===== config.mk =====
export PLATFORM = sky130hd
export DESIGN_NAME = serial_word_scanner_flat
export DESIGN_NICKNAME = d
export VERILOG_FILES = /design/src/rtl/serial_word_scanner_if.sv /design/src/rtl/serial_word_scanner.sv /design/src/flat_wrapper.sv
export SDC_FILE = /design/constraint.sdc
export NUM_CORES = 1
export LEC_CHECK = 0
export CAP_MARGIN = 40
export CORE_MARGIN = 4
export CORE_UTILIZATION = 49
export CTS_BUF_LIST = sky130_fd_sc_hd__clkbuf_8 sky130_fd_sc_hd__clkbuf_16
export DETAILED_ROUTE_END_ITERATION = 16
export PLACE_DENSITY_LB_ADDON = 0.08
export RECOVER_POWER = 50
export SLEW_MARGIN = 10
export SYNTH_ARGS = -nofsm -noshare
export SYNTH_HDL_FRONTEND = slang
export SYNTH_SLANG_ARGS = --single-unit

===== constraint.sdc =====
create_clock -name clk -period 4.4 [get_ports clk]
set_input_delay 0.44 -clock clk [delete_from_list [all_inputs] [get_ports clk]]
set_output_delay 0.44 -clock clk [all_outputs]
set_load 0.02 [all_outputs]

===== src/rtl/serial_word_scanner_if.sv =====
// rtl/serial_word_scanner_if.sv - word-in / bit-out handshake bundle for the serial word scanner
interface serial_word_scanner_if;
    logic       in_valid;
    logic       in_ready;
    logic [7:0] in_data;
    logic       out_valid;
    logic       out_ready;
    logic       out_bit;
    logic       out_last;
    logic [2:0] sel;
    logic       busy;

    modport master (
        output in_valid, in_data, out_ready,
        input  in_ready, out_valid, out_bit, out_last, sel, busy
    );

    modport slave (
        input  in_valid, in_data, out_ready,
        output in_ready, out_valid, out_bit, out_last, sel, busy
    );
endinterface


===== src/rtl/serial_word_scanner.sv =====
// rtl/serial_word_scanner.sv - holds an 8-bit word and scans it out one selected bit per beat
module serial_word_scanner #(
    parameter bit MSB_FIRST = 1'b0
) (
    input  logic                  clk,
    input  logic                  reset,
    serial_word_scanner_if.slave  sws
);
    typedef enum logic {
        IDLE,
        SHIFT
    } state_t;

    localparam logic [2:0] IDX_START = MSB_FIRST ? 3'd7 : 3'd0;

    state_t     state, state_nx;
    logic [7:0] held_word, held_word_nx;
    logic [2:0] idx, idx_nx;
    logic [2:0] cnt, cnt_nx;
    logic       last;
    logic       accept;
    logic       xfer;

    always_ff @(posedge clk) begin
        if (reset) begin
            state     <= IDLE;
            held_word <= 8'd0;
            idx       <= 3'd0;
            cnt       <= 3'd0;
        end else begin
            state     <= state_nx;
            held_word <= held_word_nx;
            idx       <= idx_nx;
            cnt       <= cnt_nx;
        end
    end

    always_comb begin
        state_nx      = state;
        held_word_nx  = held_word;
        idx_nx        = idx;
        cnt_nx        = cnt;
        sws.out_valid = 1'b0;
        sws.busy      = 1'b0;
        sws.sel       = 3'd0;
        sws.out_bit   = 1'b0;
        sws.out_last  = 1'b0;
        last          = 1'b0;

        if (state == SHIFT) begin
            last          = (cnt == 3'd7);
            sws.out_valid = !reset;
            sws.busy      = 1'b1;
            sws.sel       = idx;
            sws.out_bit   = held_word[idx];
            sws.out_last  = last;
        end

        // Accepting on the last-beat edge is what makes back-to-back words bubble-free.
        sws.in_ready = !reset && ((state == IDLE) || (last && sws.out_ready));
        accept       = sws.in_valid && sws.in_ready;
        xfer         = sws.out_valid && sws.out_ready;

        if (accept) begin
            held_word_nx = sws.in_data;
            cnt_nx       = 3'd0;
            idx_nx       = IDX_START;
            state_nx     = SHIFT;
        end else if (xfer) begin
            if (last) begin
                state_nx = IDLE;
            end else begin
                cnt_nx = cnt + 3'd1;
                idx_nx = MSB_FIRST ? (idx - 3'd1) : (idx + 3'd1);
            end
        end
    end
endmodule

===== src/flat_wrapper.sv =====
// flat-port wrapper written by rule: the top's interface ports become plain ports
module serial_word_scanner_flat 
#(
    parameter bit MSB_FIRST = 1'b0
)
  (clk, reset, sws_in_valid, sws_in_data, sws_out_ready, sws_in_ready, sws_out_valid, sws_out_bit, sws_out_last, sws_sel, sws_busy);
  serial_word_scanner_if sws_i ();
  input  logic clk;
  input  logic reset;
  input wire logic [$bits(sws_i.in_valid)-1:0] sws_in_valid;
  input wire logic [$bits(sws_i.in_data)-1:0] sws_in_data;
  input wire logic [$bits(sws_i.out_ready)-1:0] sws_out_ready;
  output wire logic [$bits(sws_i.in_ready)-1:0] sws_in_ready;
  output wire logic [$bits(sws_i.out_valid)-1:0] sws_out_valid;
  output wire logic [$bits(sws_i.out_bit)-1:0] sws_out_bit;
  output wire logic [$bits(sws_i.out_last)-1:0] sws_out_last;
  output wire logic [$bits(sws_i.sel)-1:0] sws_sel;
  output wire logic [$bits(sws_i.busy)-1:0] sws_busy;
  assign sws_i.in_valid = sws_in_valid;
  assign sws_i.in_data = sws_in_data;
  assign sws_i.out_ready = sws_out_ready;
  assign sws_in_ready = sws_i.in_ready;
  assign sws_out_valid = sws_i.out_valid;
  assign sws_out_bit = sws_i.out_bit;
  assign sws_out_last = sws_i.out_last;
  assign sws_sel = sws_i.sel;
  assign sws_busy = sws_i.busy;
  serial_word_scanner #(.MSB_FIRST(MSB_FIRST)) u_core (.clk(clk), .reset(reset), .sws(sws_i));
endmodule

# Yosys cells after proc, flatten, opt, wreduce, memory -nomap -nowiden
# Cells that the tools add are included.
[word_totals]
register_bits = 15
in_bits = 12
output_inout_bits = 8
word_cells = 31
[classes]
n_addsub = 2
order_cmp = 1
eq_ne = 1
mux = 10
bitwise = 2
n_reduce_logical = 11
[op_table]
columns = ["cell", "n"]
rows = [
  ["$mux 1", 8],
  ["$add 3x1->3 const B", 2],
  ["$logic_and 1x1->1", 4],
  ["$lt 3x4->1 const B", 1],
  ["$reduce_and 2->1", 2],
  ["$reduce_bool 2->1", 2],
  ["$bmux 1 s3", 1],
  ["$eq 3x3->1 const B", 1],
  ["$mux 3", 1],
  ["$not 1->1", 2],
  ["$reduce_or 2->1", 1],
  ["$logic_not 1->1", 1],
  ["$logic_or 1x1->1", 1],
]

# Depth between registers and ports, before layout
# Gate-level depths: netlist (run 1).
[logic_depth]
word_depth = 8
depth_mapped = 6
depth_no_buf = 5

# Worst setup path after synthesis (run 1)
# OpenSTA, ideal clock, no wires.
[synth_path]
path_kind = "register -> output"
startpoint = "register u_core.idx[0]"
endpoint = "output port sws_out_bit"
arrival_time_ps = 1275
t_required_ps = 3960
slack_ps = 2685
path_stages_with_launch = 4
path_cell_list = "dfxtp_1 > mux4_2 > nor2_1 > a311oi_1"
[synth_via]
elab_chain_len = 3
[synth_lines]
columns = ["element", "line_no", "rtl"]
rows = [
  ["from (decl)", "serial_word_scanner.sv:18", "logic [2:0] idx, idx_nx;"],
  ["from (signal assigned)", "serial_word_scanner.sv:33", "idx <= idx_nx;"],
  ["$bmux 1 s3", "serial_word_scanner.sv:55", "sws.out_bit = held_word[idx];"],
  ["$mux 1 (not written as such)", "serial_word_scanner.sv:55", ""],
  ["$mux 1", "serial_word_scanner.sv:50", "if (state == SHIFT) begin"],
  ["to (decl)", "flat_wrapper.sv:15", "output wire logic [$bits(sws_i.out_bit)-1:0] sws_out_bit;"],
]
# No other way between the ends. The select of a mux whose other input is x is not followed.

# Final worst setup path (run 1)
[layout_path]
startpoint = "input port reset"
endpoint = "register u_core.held_word[3]"
[layout_via]
elab_chain_len = 3
[layout_lines]
columns = ["element", "line_no", "rtl"]
rows = [
  ["from (decl)", "flat_wrapper.sv:9", "input logic reset;"],
  ["$logic_not 1->1", "serial_word_scanner.sv:60", "sws.in_ready = !reset && ((state == IDLE) || (last && sws.out_ready));"],
  ["$logic_and 1x1->1", "serial_word_scanner.sv:60", ""],
  ["$logic_and 1x1->1", "serial_word_scanner.sv:61", "accept = sws.in_valid && sws.in_ready;"],
  ["to (signal assigned)", "serial_word_scanner.sv:32", "held_word <= held_word_nx;"],
  ["to (decl)", "serial_word_scanner.sv:17", "logic [7:0] held_word, held_word_nx;"],
]
# Parallel ways exist; a longest one is shown, timed or not.
# A chain may end at the register's enable or synchronous reset.

==> run_summary.xml, run 1 <==
<?xml version="1.0" encoding="UTF-8"?>
<metrics>
  <group name="sta">
    <metric name="timing.final.setup_violations" unit="">0</metric>
    <metric name="hold_viol_final" unit="">0</metric>
    <metric name="timing.slew.headroom" unit="">0.2688</metric>
    <metric name="smallest_setup_slack_after_layout" unit="ns">1.990</metric>
    <metric name="fmaxAchievable" unit="GHz">0.4150</metric>
    <metric name="finalCritPeriodShare" unit="">0.5476</metric>
    <metric name="fin_tns_setup" unit="ns">0</metric>
    <metric name="min_period" unit="ns">2.410</metric>
    <metric name="timing.final.max_slew_violations" unit="">0</metric>
    <metric name="grt_setup_unrepaired" unit="">no</metric>
    <metric name="finalClockSkew" unit="ns">0.002284</metric>
    <metric name="worst_slew_pin_slew" unit="ns">1.088</metric>
  </group>
  <group name="worst_setup_path">
    <metric name="worstSetupEndpoint" unit="">u_core.held_word[3]$_SDFFE_PP0P_</metric>
    <metric name="worst_setup_path_end_kind" unit="">flop</metric>
    <metric name="worst_ep_arrival_time" unit="ns">2.54</metric>
    <metric name="r2r_slack" unit="ns">2.21</metric>
    <metric name="critical_path.reg2reg.endpoint" unit="">u_core.held_word[3]$_SDFFE_PP0P_</metric>
    <metric name="critical_path_type" unit="">input port to flop</metric>
    <metric name="worstReg2RegStart" unit="">u_core.cnt[0]$_SDFFE_PP0P_</metric>
    <metric name="worst-endpoint-required" unit="ns">4.53</metric>
    <metric name="timing.critical_path.fanout_max" unit="">14</metric>
    <metric name="timing.reg2reg.worst_path_depth" unit="">5</metric>
    <metric name="worstSetupStartpointType" unit="">input port</metric>
    <metric name="crit_start" unit="">reset</metric>
  </group>
  <group name="floorplan">
    <metric name="coreArea" unit="um2">1366</metric>
    <metric name="die_x" unit="um">46.88</metric>
    <metric name="die_area" unit="um2">2198</metric>
    <metric name="chipHeight" unit="um">46.88</metric>
    <metric name="design.portCount" unit="">20</metric>
    <metric name="initial_utilization" unit="">0.5421</metric>
    <metric name="core.rowCount" unit="">13</metric>
  </group>
  <group name="pwr">
    <metric name="p_per_area" unit="nW/um2">302.3</metric>
    <metric name="worst_ir_drop_vdd" unit="mV">0.2948</metric>
    <metric name="report.power.total" unit="mW">0.2950</metric>
    <metric name="p_leak" unit="nW">0.3935</metric>
  </group>
  <group name="routing">
    <metric name="routed-via-count" unit="">548</metric>
    <metric name="route.final.wire_length" unit="um">1363</metric>
    <metric name="drt-pass1-iter-count" unit="">4</metric>
    <metric name="vias_per_cell" unit="">5.170</metric>
    <metric name="detail_route.drc_violations" unit="">0</metric>
    <metric name="antenna_violating_nets_left" unit="">0</metric>
    <metric name="detail_route.iter0.violations" unit="">5</metric>
    <metric name="post_drt_wl_per_cell" unit="um">12.86</metric>
  </group>
  <group name="grt">
    <metric name="grt_pass1_vias" unit="">530</metric>
    <metric name="grt-ovfl-total" unit="">0</metric>
    <metric name="gr-usage-all-layers" unit="">0.1461</metric>
    <metric name="grt_first_pass_wirelength" unit="um">2290</metric>
    <metric name="grt_start_max_net_pins" unit="">15</metric>
    <metric name="antenna_found_initial" unit="">0</metric>
  </group>
  <group name="clocking">
    <metric name="cts.reportedPaths.clkPinSlew" unit="ns">0.06</metric>
    <metric name="post_cts_hold_buffer_count" unit="">0</metric>
    <metric name="cts.htree.levels" unit="">1</metric>
    <metric name="root_buffer_cell" unit="">sky130_fd_sc_hd__clkbuf_8</metric>
    <metric name="clockBufferDepth" unit="">2</metric>
    <metric name="num_clock_sinks" unit="">15</metric>
    <metric name="post_cts_resize_count" unit="">0</metric>
    <metric name="insertion_delay" unit="ns">0.24</metric>
    <metric name="tritoncts_clock_tree" unit="">done</metric>
    <metric name="cts_setup_buffers" unit="">0</metric>
    <metric name="tritoncts.num_buffers" unit="">3</metric>
  </group>
  <group name="synthesis">
    <metric name="postSynth.topFlopCell" unit="">sky130_fd_sc_hd__dfxtp_1</metric>
    <metric name="synth.net_count" unit="">84</metric>
    <metric name="flop_and_latch_count_out_of_synthesis" unit="">15</metric>
    <metric name="postSynthCellCount" unit="">69</metric>
    <metric name="netlist_top_cells_count" unit="">sky130_fd_sc_hd__dfxtp_1 (15), sky130_fd_sc_hd__mux2_2 (9), sky130_fd_sc_hd__nor2_1 (9), sky130_fd_sc_hd__nor2b_1 (9)</metric>
    <metric name="netlist-cell-type-count" unit="">21</metric>
    <metric name="synthTopCellsByArea" unit="">sky130_fd_sc_hd__dfxtp_1 (41%), sky130_fd_sc_hd__mux2_2 (14%), sky130_fd_sc_hd__nor2b_1 (7.6%), sky130_fd_sc_hd__mux2i_1 (5.4%), sky130_fd_sc_hd__ha_1 (5.1%)</metric>
    <metric name="syn_avg_cell_area" unit="um2">10.73</metric>
    <metric name="synth_area_leader_cell" unit="">sky130_fd_sc_hd__dfxtp_1</metric>
    <metric name="synth_warnings" unit="">0</metric>
    <metric name="syn_area" unit="um2">740.7</metric>
    <metric name="synth_seq_area_share" unit="">0.4054</metric>
    <metric name="synth_edf_count" unit="">0</metric>
    <metric name="yosysMostFrequentCell" unit="">sky130_fd_sc_hd__dfxtp_1</metric>
    <metric name="yosys.area.top_type_share" unit="">0.4054</metric>
    <metric name="synth_async_sr_flop_share" unit="">0</metric>
  </group>
  <group name="job">
    <metric name="drv_cap" unit="">0</metric>
  </group>
  <group name="placed_design">
    <metric name="place.port_buffers" unit="">19</metric>
    <metric name="place.gp.congestion" unit="">0.7126</metric>
    <metric name="dp.final_hpwl" unit="um">1017</metric>
    <metric name="place.detailed.instances" unit="">102</metric>
    <metric name="pre_cts_ws" unit="ns">1.987</metric>
  </group>
  <group name="final_layout">
    <metric name="postLayoutCoreUtil" unit="">0.7143</metric>
    <metric name="antenna-diode-count" unit="">0</metric>
    <metric name="final_layout_size_suffix_gt1_frac" unit="">0.1648</metric>
    <metric name="finalNonFillerCells" unit="">106</metric>
    <metric name="finish.net_count" unit="">107</metric>
    <metric name="synthToLayoutAreaGrowth" unit="%">31.76</metric>
  </group>
  <group name="min_path">
    <metric name="holdCritPathClass" unit="">flop to flop</metric>
  </group>
  <group name="outcome">
    <metric name="outcome" unit="">finished, final reports clean</metric>
  </group>
</metrics>
==> how the worst min path moves through the flow <==
stage / from / endpoint / cells past startpoint
6_report: u_core.cnt[2]$_SDFFE_PP0P_ / u_core.cnt[2]$_SDFFE_PP0P_ / 2
5_1_grt: u_core.cnt[1]$_SDFFE_PP0P_ / u_core.cnt[1]$_SDFFE_PP0P_ / 2
4_1_cts: u_core.cnt[1]$_SDFFE_PP0P_ / u_core.cnt[1]$_SDFFE_PP0P_ / 2
3_5_place_dp: u_core.cnt[1]$_SDFFE_PP0P_ / u_core.cnt[1]$_SDFFE_PP0P_ / 2
3_3_place_gp: u_core.cnt[1]$_SDFFE_PP0P_ / u_core.cnt[1]$_SDFFE_PP0P_ / 2
2_1_floorplan: u_core.cnt[1]$_SDFFE_PP0P_ / u_core.cnt[1]$_SDFFE_PP0P_ / 2
==> area by class of cell <==
type	instances	area, um2
multi-input combinational	50	409.1
fill	119	390.4
sequential	15	300.3
timing repair buffer	20	193.9
clock buffer	3	41.29
tap	15	18.77
inverter	2	7.507
clock inverter	1	5.005
==> metrics by stage <==
stage	cell area, um2	hold slack [ns]
finish	975.9	0.5112
global route	975.9	0.5533
CTS	991.0	0.5101
detailed placement	944.7	0.4950
global placement	944.7	0.4787
floorplan	740.7	0.4646
==> state kept, by name (all words and copies together), names as in the netlist <==
signal	cells
u_core.held_word	8
u_core.cnt	3
u_core.idx	3
u_core.state	1
==> worst max-delay path: stages <==
cell                            delay (ns)
sky130_fd_sc_hd__dlygate4sd3_1        0.73
sky130_fd_sc_hd__nor3_1               0.95
sky130_fd_sc_hd__mux2_2               0.42
==> cell families after synthesis <==
kind of cell,count (synthesis),synth area share
fa+ha+maj,3,0.05068
simple gates,25,0.1976
flops,15,0.4054
buf+inv,4,0.02703
compound gates,6,0.07433
xor+xnor,2,0.02365
mux,14,0.2213
==> placed cells by master (no fill, tap or decap), drive strengths merged <==
| master | netlist | layout |
|---|---|---|
| a311oi | 1 | 1 |
| mux4 | 1 | 1 |
| dfxtp | 15 | 15 |
| nor2b | 9 | 9 |
| a21boi | 1 | 1 |
| a21o | 1 | 1 |
| nor2 | 9 | 9 |
| a21oi | 1 | 1 |
| o21bai | 1 | 1 |
| clkinv | 0 | 1 |
| nand3 | 1 | 1 |
| and2 | 4 | 4 |
| nor4bb | 1 | 1 |
| xnor2 | 2 | 2 |
| nor3 | 1 | 1 |
| o31ai | 1 | 1 |
| dlygate4sd3 | 0 | 3 |
| mux2i | 4 | 4 |
| inv | 2 | 2 |
| clkbuf | 0 | 4 |
| clkdlybuf4s50 | 0 | 16 |
| ha | 3 | 3 |
| mux2 | 9 | 9 |
==> power by group <==
group	internal (mW)	leakage (nW)	total [mW]	switching, mW
Combinational	0.0247	0.245	0.0399	0.0152
Sequential	0.142	0.123	0.147	0.00419
Clock	0.0626	0.0255	0.109	0.0460
==> metal layers <==
metal / GRT usage / vias up / wire length (um) / part of all wire
met2: 0.2195 / 17 / 641 / 0.47
met3: 0.07663 / 0 / 106 / 0.078
met4: 0.01657 / 0 / 0 / 0
li1: - / 279 / - / -
met5: 0 / - / 0 / 0
met1: 0.1935 / 252 / 616 / 0.45
Note: power is estimated with default switching activity, not from simulation.
==> inputs of run 2 (changes only) <==
--- a/config.mk
+++ b/config.mk
@@ -7,7 +7,7 @@
 export LEC_CHECK = 0
 export CAP_MARGIN = 40
 export CORE_MARGIN = 4
-export CORE_UTILIZATION = 49
+export CORE_UTILIZATION = 46
 export CTS_BUF_LIST = sky130_fd_sc_hd__clkbuf_8 sky130_fd_sc_hd__clkbuf_16
 export DETAILED_ROUTE_END_ITERATION = 16
 export PLACE_DENSITY_LB_ADDON = 0.08
==> constraint.sdc (replaced) <==
create_clock -name clk -period 2.3 [get_ports clk]
set_input_delay 0.23 -clock clk [delete_from_list [all_inputs] [get_ports clk]]
set_output_delay 0.23 -clock clk [all_outputs]
set_load 0.02 [all_outputs]
==> run 2 against run 1 <==
Effect of this change: sequential share of layout area is 0.50 points lower; critical path type is now flop to output pin; wire length is 2.1% lower; global-route usage is 1.5 points lower; cell area is 1.7% higher; worst setup slack worse by 1.8 ns; core utilization is 5.6 points lower; clock power is 100% higher; total power is 95% higher; via count is 0.55% higher; critical endpoint is now sws_out_bit.
==> run_summary.xml, run 2 (synthesis gave the netlist of run 1 again) <==
<?xml version="1.0" encoding="UTF-8"?>
<metrics>
  <group name="outcome">
    <metric name="outcome" unit="">finished, final reports clean</metric>
  </group>
  <group name="clocking">
    <metric name="insertion_delay" unit="ns">0.25</metric>
    <metric name="tritoncts_clock_tree" unit="">done</metric>
    <metric name="num_clock_sinks" unit="">15</metric>
    <metric name="clockBufferDepth" unit="">2</metric>
    <metric name="tritoncts.num_buffers" unit="">3</metric>
    <metric name="cts.reportedPaths.clkPinSlew" unit="ns">0.07</metric>
    <metric name="post_cts_resize_count" unit="">0</metric>
    <metric name="post_cts_hold_buffer_count" unit="">0</metric>
    <metric name="cts_setup_buffers" unit="">0</metric>
    <metric name="root_buffer_cell" unit="">sky130_fd_sc_hd__clkbuf_8</metric>
    <metric name="cts.htree.levels" unit="">1</metric>
  </group>
  <group name="final_layout">
    <metric name="registers.top_by_ff_count" unit="">u_core.held_word</metric>
    <metric name="largest_reg_flops" unit="">8</metric>
    <metric name="filler_cell_count" unit="">122</metric>
    <metric name="commonest_non_fill_non_tap_cells_in_the_layout" unit="">sky130_fd_sc_hd__clkdlybuf4s50_1 (18), sky130_fd_sc_hd__dfxtp_1 (15), sky130_fd_sc_hd__nor2_1 (9), sky130_fd_sc_hd__nor2b_1 (9), sky130_fd_sc_hd__mux2_2 (9)</metric>
    <metric name="finish.net_count" unit="">108</metric>
    <metric name="final_layout_size_suffix_gt1_frac" unit="">0.1848</metric>
    <metric name="layout.cells.most_common" unit="">sky130_fd_sc_hd__clkdlybuf4s50_1</metric>
    <metric name="synthToLayoutAreaGrowth" unit="%">33.95</metric>
    <metric name="antenna-diode-count" unit="">0</metric>
    <metric name="reg.largest.list" unit="">u_core.held_word x8, u_core.cnt x3, u_core.idx x3</metric>
  </group>
  <group name="sta">
    <metric name="timing.final.max_slew_violations" unit="">0</metric>
    <metric name="finalCritPeriodShare" unit="">0.9355</metric>
    <metric name="finalClockSkew" unit="ns">0.007809</metric>
    <metric name="timing.final.setup_violations" unit="">0</metric>
    <metric name="smallest_setup_slack_after_layout" unit="ns">0.1485</metric>
    <metric name="fin_tns_setup" unit="ns">0</metric>
    <metric name="fmaxAchievable" unit="GHz">0.4648</metric>
    <metric name="timing.slew.headroom" unit="">0.5684</metric>
    <metric name="worst_slew_pin_slew" unit="ns">0.6439</metric>
    <metric name="grt_setup_unrepaired" unit="">no</metric>
    <metric name="hold_viol_final" unit="">0</metric>
    <metric name="min_period" unit="ns">2.152</metric>
  </group>
  <group name="floorplan">
    <metric name="die_x" unit="um">48.13</metric>
    <metric name="die_area" unit="um2">2316</metric>
    <metric name="design.portCount" unit="">20</metric>
    <metric name="chipHeight" unit="um">48.13</metric>
    <metric name="core.rowCount" unit="">14</metric>
    <metric name="initial_utilization" unit="">0.4917</metric>
    <metric name="coreArea" unit="um2">1506</metric>
  </group>
  <group name="grt">
    <metric name="grt_pass1_vias" unit="">452</metric>
    <metric name="antenna_found_initial" unit="">0</metric>
    <metric name="grt_first_pass_wirelength" unit="um">2083</metric>
    <metric name="grt_start_max_net_pins" unit="">11</metric>
    <metric name="grt-ovfl-total" unit="">0</metric>
    <metric name="gr-usage-all-layers" unit="">0.1311</metric>
  </group>
  <group name="placed_design">
    <metric name="pre_cts_ws" unit="ns">0.4124</metric>
    <metric name="dp.final_hpwl" unit="um">1027</metric>
    <metric name="place.port_buffers" unit="">19</metric>
    <metric name="place.gp.congestion" unit="">0.6813</metric>
  </group>
  <group name="worst_setup_path">
    <metric name="critical_path_type" unit="">flop to output pin</metric>
    <metric name="timing.critical_path.fanout_max" unit="">6</metric>
    <metric name="worst_ep_arrival_time" unit="ns">1.92</metric>
    <metric name="worst-endpoint-required" unit="ns">2.07</metric>
    <metric name="worst_setup_path_end_kind" unit="">output pin</metric>
    <metric name="worstSetupStartpointType" unit="">flop</metric>
    <metric name="r2r_slack" unit="ns">0.46</metric>
  </group>
  <group name="pwr">
    <metric name="worst_ir_drop_vdd" unit="mV">0.3729</metric>
    <metric name="p_leak" unit="nW">0.3916</metric>
    <metric name="p_per_area" unit="nW/um2">580.8</metric>
  </group>
  <group name="min_path">
    <metric name="holdCritPathClass" unit="">flop to flop</metric>
  </group>
  <group name="routing">
    <metric name="detail_route.iter0.violations" unit="">2</metric>
    <metric name="route.final.wire_length" unit="um">1334</metric>
    <metric name="post_drt_wl_per_cell" unit="um">12.35</metric>
    <metric name="routed-via-count" unit="">551</metric>
    <metric name="antenna_violating_nets_left" unit="">0</metric>
    <metric name="vias_per_cell" unit="">5.102</metric>
    <metric name="detail_route.drc_violations" unit="">0</metric>
    <metric name="drt-pass1-iter-count" unit="">2</metric>
  </group>
  <group name="job">
    <metric name="drv_cap" unit="">0</metric>
  </group>
</metrics>
==> run 2: where the power goes <==
part	leakage, nW	internal (mW)	switching, mW
Clock	0.0217	0.122	0.0966
Combinational	0.247	0.0488	0.0288
Sequential	0.123	0.272	0.00824
==> run 2: metal layers <==
layer	vias to the layer above	wire, um	global-route usage
li1	282	-	-
met1	254	642	0.1712
met2	13	607	0.2084
met3	2	76	0.04428
met4	0	7	0.03226
met5	-	0	0
==> run 2: worst max-delay path: stages, from the launching register on <==
cell and delay [ns]:
sky130_fd_sc_hd__dfxtp_1 0.45, sky130_fd_sc_hd__mux4_2 0.52, sky130_fd_sc_hd__nor2_1 0.10, sky130_fd_sc_hd__a311oi_1 0.05, sky130_fd_sc_hd__clkdlybuf4s50_1 0.55
==> run 2: final timing paths <==
check | start | end | cells after the start
worst max register to register | u_core.cnt[0]$_SDFFE_PP0P_ | u_core.held_word[4]$_SDFFE_PP0P_ | 5
worst max-delay path | u_core.idx[0]$_SDFFE_PP0P_ | sws_out_bit | 4
worst min register to register | u_core.cnt[1]$_SDFFE_PP0P_ | u_core.cnt[1]$_SDFFE_PP0P_ | 2
worst min-delay path | u_core.cnt[1]$_SDFFE_PP0P_ | u_core.cnt[1]$_SDFFE_PP0P_ | 2
==> run 2: cell type report <==
class,instances,area (um2),share of cell area
clock buffer,3,41.29,0.04161
clock inverter,1,7.507,0.007566
inverter,2,7.507,0.007566
multi-input combinational,50,414.1,0.4174
sequential,15,300.3,0.3026
tap,16,20.02,0.02018
timing repair buffer,21,201.4,0.2030
==> run 2: per-stage QoR <==
step	hold slack, ns	total power, mW	util	std cells	instance area [um2]
3_3_place_gp	0.4821	0.3657	0.6329	104	953.4
3_5_place_dp	0.4952	0.3674	0.6329	104	953.4
6_report	0.5114	0.5762	0.6586	108	992.2
2_1_floorplan	0.3507	0.3296	-	69	740.7
5_1_grt	0.5538	0.6061	0.6586	108	992.2
4_1_cts	0.5145	0.5896	0.6653	108	1002
